$ cat src/rtl/cpc_backplane_arbiter_pkg.sv
// Shared types for the CPC backplane arbiter: FSM state encoding and the
// helper that sizes the GRANT_ID field from the slot count.
package cpc_backplane_arbiter_pkg;

  typedef enum logic [1:0] {
    ST_IDLE    = 2'd0,
    ST_REQ     = 2'd1,
    ST_GRANT   = 2'd2,
    ST_RELEASE = 2'd3
  } arb_state_e;

  // A slot index always needs at least one bit, even for two slots.
  function automatic int gid_width(input int n);
    return (n <= 2) ? 1 : $clog2(n);
  endfunction

endpackage

$ cat src/rtl/cpc_backplane_arbiter_rr_pick.sv
// Combinational round-robin picker: finds the first set bit of req, starting
// at (ptr+1) mod N and wrapping upward.
module rr_pick
  import cpc_backplane_arbiter_pkg::*;
#(
  parameter int N = 4,
  parameter int W = gid_width(N)
) (
  input  logic [N-1:0] req,
  input  logic [W-1:0] ptr,
  output logic         valid,
  output logic [W-1:0] idx
);

  int         cand_i;
  logic [W-1:0] cand;

  // Walk from the farthest candidate to the nearest so the nearest hit wins.
  always_comb begin
    valid  = 1'b0;
    idx    = '0;
    cand_i = 0;
    cand   = '0;
    for (int k = N; k >= 1; k--) begin
      cand_i = (int'(ptr) + k) % N;
      cand   = W'(cand_i);
      if (req[cand]) begin
        valid = 1'b1;
        idx   = cand;
      end
    end
  end

endmodule

$ cat src/rtl/cpc_backplane_arbiter.sv
// Expansion-slot bus arbiter for the CPC backplane: merges ROM/RAM disables,
// stretches the backplane reset and hands the CPU bus to one slot at a time.
module cpc_backplane_arbiter
  import cpc_backplane_arbiter_pkg::*;
#(
  parameter int NSLOTS      = 4,
  parameter int RST_STRETCH = 16,
  localparam int GW         = gid_width(NSLOTS)
) (
  input  logic              CLK,
  input  logic              RESET_B,
  input  logic [NSLOTS-1:0] SLOT_EN,
  input  logic [NSLOTS-1:0] SLOT_BUSRQ_B,
  output logic [NSLOTS-1:0] SLOT_BUSACK_B,
  output logic              BUSRQ_B,
  input  logic              BUSACK_B,
  input  logic [NSLOTS-1:0] SLOT_ROMDIS,
  input  logic [NSLOTS-1:0] SLOT_RAMDIS,
  output logic              ROMDIS,
  output logic              RAMDIS,
  output logic [GW-1:0]     GRANT_ID,
  output logic              BUSY,
  output logic              BUSRESET_B,
  output logic [1:0]        DBG_STATE
);

  // Handshake: a slot holds SLOT_BUSRQ_B low for as long as it wants the bus;
  // it owns the bus only while its SLOT_BUSACK_B bit is low, and must keep
  // requesting until then. Dropping the request (or its enable) ends the
  // tenure and BUSRQ_B is returned to the CPU before anyone else is served.

  assign ROMDIS = |(SLOT_ROMDIS & SLOT_EN);
  assign RAMDIS = |(SLOT_RAMDIS & SLOT_EN);

  logic [7:0] cnt_q, cnt_d;
  logic       busreset_b_q, busreset_b_d;

  always_comb begin
    cnt_d = cnt_q;
    if (cnt_q != 8'd0) cnt_d = cnt_q - 8'd1;
    busreset_b_d = (cnt_d == 8'd0);
  end

  always_ff @(posedge CLK) begin
    if (!RESET_B) begin
      cnt_q        <= 8'(RST_STRETCH);
      busreset_b_q <= 1'b0;
    end else begin
      cnt_q        <= cnt_d;
      busreset_b_q <= busreset_b_d;
    end
  end

  assign BUSRESET_B = busreset_b_q;

  logic [NSLOTS-1:0] req_valid;
  logic              pick_valid;
  logic [GW-1:0]     pick_idx;

  assign req_valid = ~SLOT_BUSRQ_B & SLOT_EN;

  arb_state_e        state_q, state_d;
  logic [GW-1:0]     grant_id_q, grant_id_d;
  logic [GW-1:0]     last_grant_q, last_grant_d;
  logic              busrq_b_q, busrq_b_d;
  logic [NSLOTS-1:0] slot_busack_b_q, slot_busack_b_d;

  rr_pick #(.N(NSLOTS), .W(GW)) u_rr_pick (
    .req   (req_valid),
    .ptr   (last_grant_q),
    .valid (pick_valid),
    .idx   (pick_idx)
  );

  always_ff @(posedge CLK) begin
    if (!RESET_B) begin
      state_q         <= ST_IDLE;
      grant_id_q      <= '0;
      last_grant_q    <= GW'(NSLOTS - 1);
      busrq_b_q       <= 1'b1;
      slot_busack_b_q <= '1;
    end else begin
      state_q         <= state_d;
      grant_id_q      <= grant_id_d;
      last_grant_q    <= last_grant_d;
      busrq_b_q       <= busrq_b_d;
      slot_busack_b_q <= slot_busack_b_d;
    end
  end

  always_comb begin
    state_d      = state_q;
    grant_id_d   = grant_id_q;
    last_grant_d = last_grant_q;
    unique case (state_q)
      ST_IDLE: begin
        if (busreset_b_q && pick_valid) begin
          state_d    = ST_REQ;
          grant_id_d = pick_idx;
        end
      end
      ST_REQ: begin
        // A withdrawal wins over a same-cycle ack: never grant a slot that left.
        if (!req_valid[grant_id_q]) begin
          state_d = ST_RELEASE;
        end else if (!BUSACK_B) begin
          state_d      = ST_GRANT;
          last_grant_d = grant_id_q;
        end
      end
      ST_GRANT: begin
        if (!req_valid[grant_id_q]) state_d = ST_RELEASE;
      end
      ST_RELEASE: begin
        if (BUSACK_B) state_d = ST_IDLE;
      end
      default: state_d = ST_IDLE;
    endcase
  end

  // BUSRQ_B asserts one cycle into REQ and is held through GRANT.
  always_comb begin
    busrq_b_d = 1'b1;
    if ((state_d == ST_GRANT) || (state_q == ST_REQ && state_d == ST_REQ))
      busrq_b_d = 1'b0;
    slot_busack_b_d = '1;
    if (state_d == ST_GRANT) slot_busack_b_d[grant_id_d] = 1'b0;
  end

  assign BUSRQ_B       = busrq_b_q;
  assign SLOT_BUSACK_B = slot_busack_b_q;
  assign GRANT_ID      = grant_id_q;
  assign BUSY          = (state_q != ST_IDLE);
  assign DBG_STATE     = state_q;

endmodule

$ cat config.mk
export PLATFORM = sky130hd
export DESIGN_NAME = cpc_backplane_arbiter
export DESIGN_NICKNAME = d
export VERILOG_FILES = /design/src/rtl/cpc_backplane_arbiter_pkg.sv /design/src/rtl/cpc_backplane_arbiter_rr_pick.sv /design/src/rtl/cpc_backplane_arbiter.sv
export SDC_FILE = /design/constraint.sdc
export NUM_CORES = 1
export LEC_CHECK = 0
export CORE_ASPECT_RATIO = 0.8
export CORE_MARGIN = 2
export CORE_UTILIZATION = 40
export CTS_CLUSTER_DIAMETER = 40
export DETAILED_ROUTE_END_ITERATION = 10
export PLACE_DENSITY = 0.76
export REMOVE_ABC_BUFFERS = 1
export SYNTH_ARGS = -nofsm -noshare
export SYNTH_HDL_FRONTEND = slang
export SYNTH_SLANG_ARGS = --single-unit
export TNS_END_PERCENT = 5
$ cat constraint.sdc
create_clock -name CLK -period 3.29 [get_ports CLK]
set_input_delay 0.4935 -clock CLK [delete_from_list [all_inputs] [get_ports CLK]]
set_output_delay 0.4935 -clock CLK [all_outputs]
set_load 0.005 [all_outputs]
==> impl_metrics.env <==
export IMPL_fmax_ghz=0.4465
export IMPL_fp_coreArea_um2=2765
export IMPL_path_cells="clkdlybuf4s50_1 -> a22oi_1 -> nand2_1 -> clkdlybuf4s50_1"
export IMPL_synth_mux_area_fraction_pct=7.235
export IMPL_clk_skew_ns=0.006534
export IMPL_areaGrowthSynthToFinish_pct=33.69
export IMPL_total_number_of_yosys_warnings=0
export IMPL_worst_path_stages=4
export IMPL_post_dp_hpwl_mm=2.207
export IMPL_globalRouteOverflowTotal=0
export IMPL_ir_drop_mv=0.3266
export IMPL_via_per_inst=5.406
export IMPL_hold_ws_ns=0.5509
export IMPL_fraction_of_layout_cells_with_a_size_suffix_above_1_pct=8.537
export IMPL_initial_core_util_pct=41.90
export IMPL_synth_simple_area_share_pct=37.69
export IMPL_dieHeight_um=52.14
export IMPL_worstSetupPathType="in -> out"
export IMPL_path_common_cell="clkdlybuf4s50_1"
export IMPL_synthDistinctLibCells=45
export IMPL_post_route_min_period_ns=2.240
export IMPL_synth_ff_type="dfxtp_1"
export IMPL_cts_root_to_sink_buffers=2
export IMPL_cts_buffers=3
export IMPL_rr_worst_depth=6
export IMPL_setup_worst_path_start_class="primary input"
export IMPL_proportion_of_total_power_due_to_net_switching_pct=36.93
export IMPL_synth_top_cells_by_area="dfxtp_1 (35%), nor2b_1 (5.9%), mux2i_1 (4.3%)"
export IMPL_worst_slew_pin_transition_ns=0.5544
export IMPL_die_width_um=64.17
export IMPL_ys_seq_elements=20
export IMPL_worstHoldPathType="reg -> reg"
export IMPL_post_route_drc_count=0
export IMPL_finalHoldViolations=0
export IMPL_post_cts_setup_buffer_count=0
export IMPL_p_int_w=0.0005650
export IMPL_totalNegativeSetupSlack_ns=0
export IMPL_grt_pass1_wl_mm=4.491
export IMPL_yosys_area_share_xor_xnor_pct=1.512
export IMPL_slew_viol_final=0
export IMPL_placedCellCount=198
export IMPL_htree_num_levels=1
export IMPL_grt_usage_pct=17.54
export IMPL_slowest_stage="clkdlybuf4s50_1"
export IMPL_post_synth_fa_ha_maj_area_fraction_pct=2.160
export IMPL_synth_seq_area_share_pct=34.56
export IMPL_post_route_period_util_pct=68.08
export IMPL_switchingPower_w=0.0003308
export IMPL_place_congestion=0.8083
export IMPL_synth_enable_flop_cells=0
export IMPL_post_cts_resize_count=0
export IMPL_drv_max_cap_violation_count=0
export IMPL_slew_limit_headroom_pct=62.75
export IMPL_clkLatencyLatePin_ns=0.30
export IMPL_insertedDiodeCount=0
export IMPL_static_leakage_power_nw=0.5821
export IMPL_number_of_input_and_output_port_buffers_inserted=31
export IMPL_drt_pass1_iterations=4
export IMPL_tritoncts="done"
export IMPL_syn_mean_instance_area_um2=8.912
export IMPL_synthMostInstantiatedCell="dfxtp_1"
export IMPL_worst_hold_path_depth=1
export IMPL_clk_pin_slew_worst_paths_ns=0.11
export IMPL_cp_required_ns=2.80
export IMPL_result_of_the_run="finished, final reports clean"
export IMPL_rsz_0062_raised_after_global_routing="false"
export IMPL_layout_cells_non_filler=202
export IMPL_io_pin_count=32
export IMPL_gate_count_post_synth=130
export IMPL_cp_data_arrival_time_ns=1.75
export IMPL_type_of_destination_of_the_critical_path="output port"
export IMPL_final_nets=186
export IMPL_routed_via_count=1092
export IMPL_synth_top_family_by_area="simple AND/OR/NAND/NOR gates"
export IMPL_ant_nets=0
export IMPL_power_density_nw_per_um2=578.3
export IMPL_cell_class_contributing_the_biggest_share_of_worst_path_delay="buffers and inverters"
export IMPL_fp_row_count=17
export IMPL_syn_cell_area_um2=1159
export IMPL_design_die_area_um2=3346
export IMPL_antenna_violations_before_repair=0
export IMPL_grt_start_max_net_pins=19
export IMPL_cts_sink_count=20
export IMPL_holdBufCountCts=0
export IMPL_via_count_of_the_first_global_routing_pass=945
export IMPL_path_buf_inv=2
export IMPL_power_combinational_fraction_pct=44.3
export IMPL_compound_gate_portion_of_the_synthesized_area_pct=15.55
export IMPL_cp_max_fo=5
export IMPL_wire_per_inst_um=13.60
export IMPL_share_clk_of_total_power_pct=15.7
export IMPL_post_synth_top_area_fraction_pct=34.56
export IMPL_worst_path_largest_cell_delay_ns=0.57
export IMPL_p_seq_share_pct=40.1
export IMPL_synth_largest_area_cell="dfxtp_1"
export IMPL_cts_root_buffer="clkbuf_4"
export IMPL_detail_route_iter0_violations=38
export IMPL_routed_wirelength_mm=2.747
export IMPL_synthTopCellsByCount="dfxtp_1 (20), nand2_1 (11), nor2b_1 (11)"
export IMPL_synth_async_sr_flop_share_pct=0
export IMPL_setup_violations=0
==> routing by layer <==
metal	wire length (um)	GRT usage (%)	part of all wire [%]
met1	1276	24.10	46
met2	1286	26.74	47
met3	145	4.329	5.3
met4	39	6.383	1.4
met5	0	0	0
==> per-stage QoR <==
step / setup WS [ns] / area (um2) / total power, W / util, %
floorplan: 1.570 / 1155 / 0.0006192 / -
global placement: 1.054 / 1513 / 0.0007437 / 54.71
detailed placement: 0.9715 / 1513 / 0.0007609 / 54.71
CTS: 1.063 / 1549 / 0.0009023 / 56.02
global route: 0.9729 / 1549 / 0.0009619 / 56.02
finish: 1.050 / 1549 / 0.0008958 / 56.02
==> cell families (layout without fill, tap and decap cells) <==
family,after synthesis,in the layout
flops,20,20
xor+xnor,2,2
fa+ha+maj,2,2
buf+inv,4,38
mux,7,7
simple gates,70,70
compound gates,25,25
==> power groups by stage <==
stage	Clock [W]	Combinational, W	Sequential (W)
floorplan	0	0.000273	0.000346
finish	0.000140	0.000397	0.000359
global placement	0	0.000385	0.000359
global route	0.000152	0.000439	0.000371
detailed placement	0	0.000399	0.000362
CTS	0.000146	0.000399	0.000357
==> worst register-to-register path: cells and delay by family, from the launching register on <==
| family | cells | cell delay, ns |
|---|---|---|
| simple gates | 2 | 0.53 |
| flops | 1 | 0.39 |
| mux | 1 | 0.32 |
| fa+ha+maj | 1 | 0.17 |
| buf+inv | 1 | 0.14 |
| compound gates | 1 | 0.14 |
==> sequential cells by signal (all words and copies together), names as in the netlist <==
register,count
BUSRESET_B,1
BUSRQ_B,1
GRANT_ID,2
last_grant_q,2
cnt_q,8
SLOT_BUSACK_B,4
DBG_STATE,2
==> layout by cell type (no fill, tap or decap), types with 2 or more instances in the layout <==
cell type | Yosys | layout
clkdlybuf4s50_1 | 0 | 31
dfxtp_1 | 20 | 20
nand2_1 | 11 | 11
nor2b_1 | 11 | 11
nor2_1 | 9 | 9
nand2b_1 | 8 | 8
nand3_1 | 5 | 5
mux2i_1 | 5 | 5
a22oi_1 | 4 | 4
nor3_1 | 4 | 4
a21oi_1 | 4 | 4
inv_1 | 3 | 3
o211ai_1 | 3 | 3
nand4_1 | 3 | 3
o21ai_0 | 3 | 3
clkbuf_4 | 0 | 3
nor4_1 | 2 | 2
o22ai_1 | 2 | 2
nand3b_1 | 2 | 2
nand4b_1 | 2 | 2
xnor2_1 | 2 | 2
ha_1 | 2 | 2
==> layout make-up <==
cell class              instances  area, um2
fillers                       256       1216
flip-flops and latches         20      400.4
inverters                       3      11.26
well taps                      38      47.55
clock buffers                   4      36.28
multi-input cells             106      743.2
repair buffers                 31      310.3
==> path summary, 6_finish.rpt <==
kind / startpoint / slack [ns] / to
hold / removal: GRANT_ID[0] / 0.55 / SLOT_BUSACK_B[3]
setup / recovery: SLOT_EN[3] / 1.05 / RAMDIS
hold reg to reg: GRANT_ID[0] / 0.55 / SLOT_BUSACK_B[3]
setup reg to reg: cnt_q[0] / 1.50 / BUSRESET_B
Note: power is estimated with default switching activity, not from simulation.
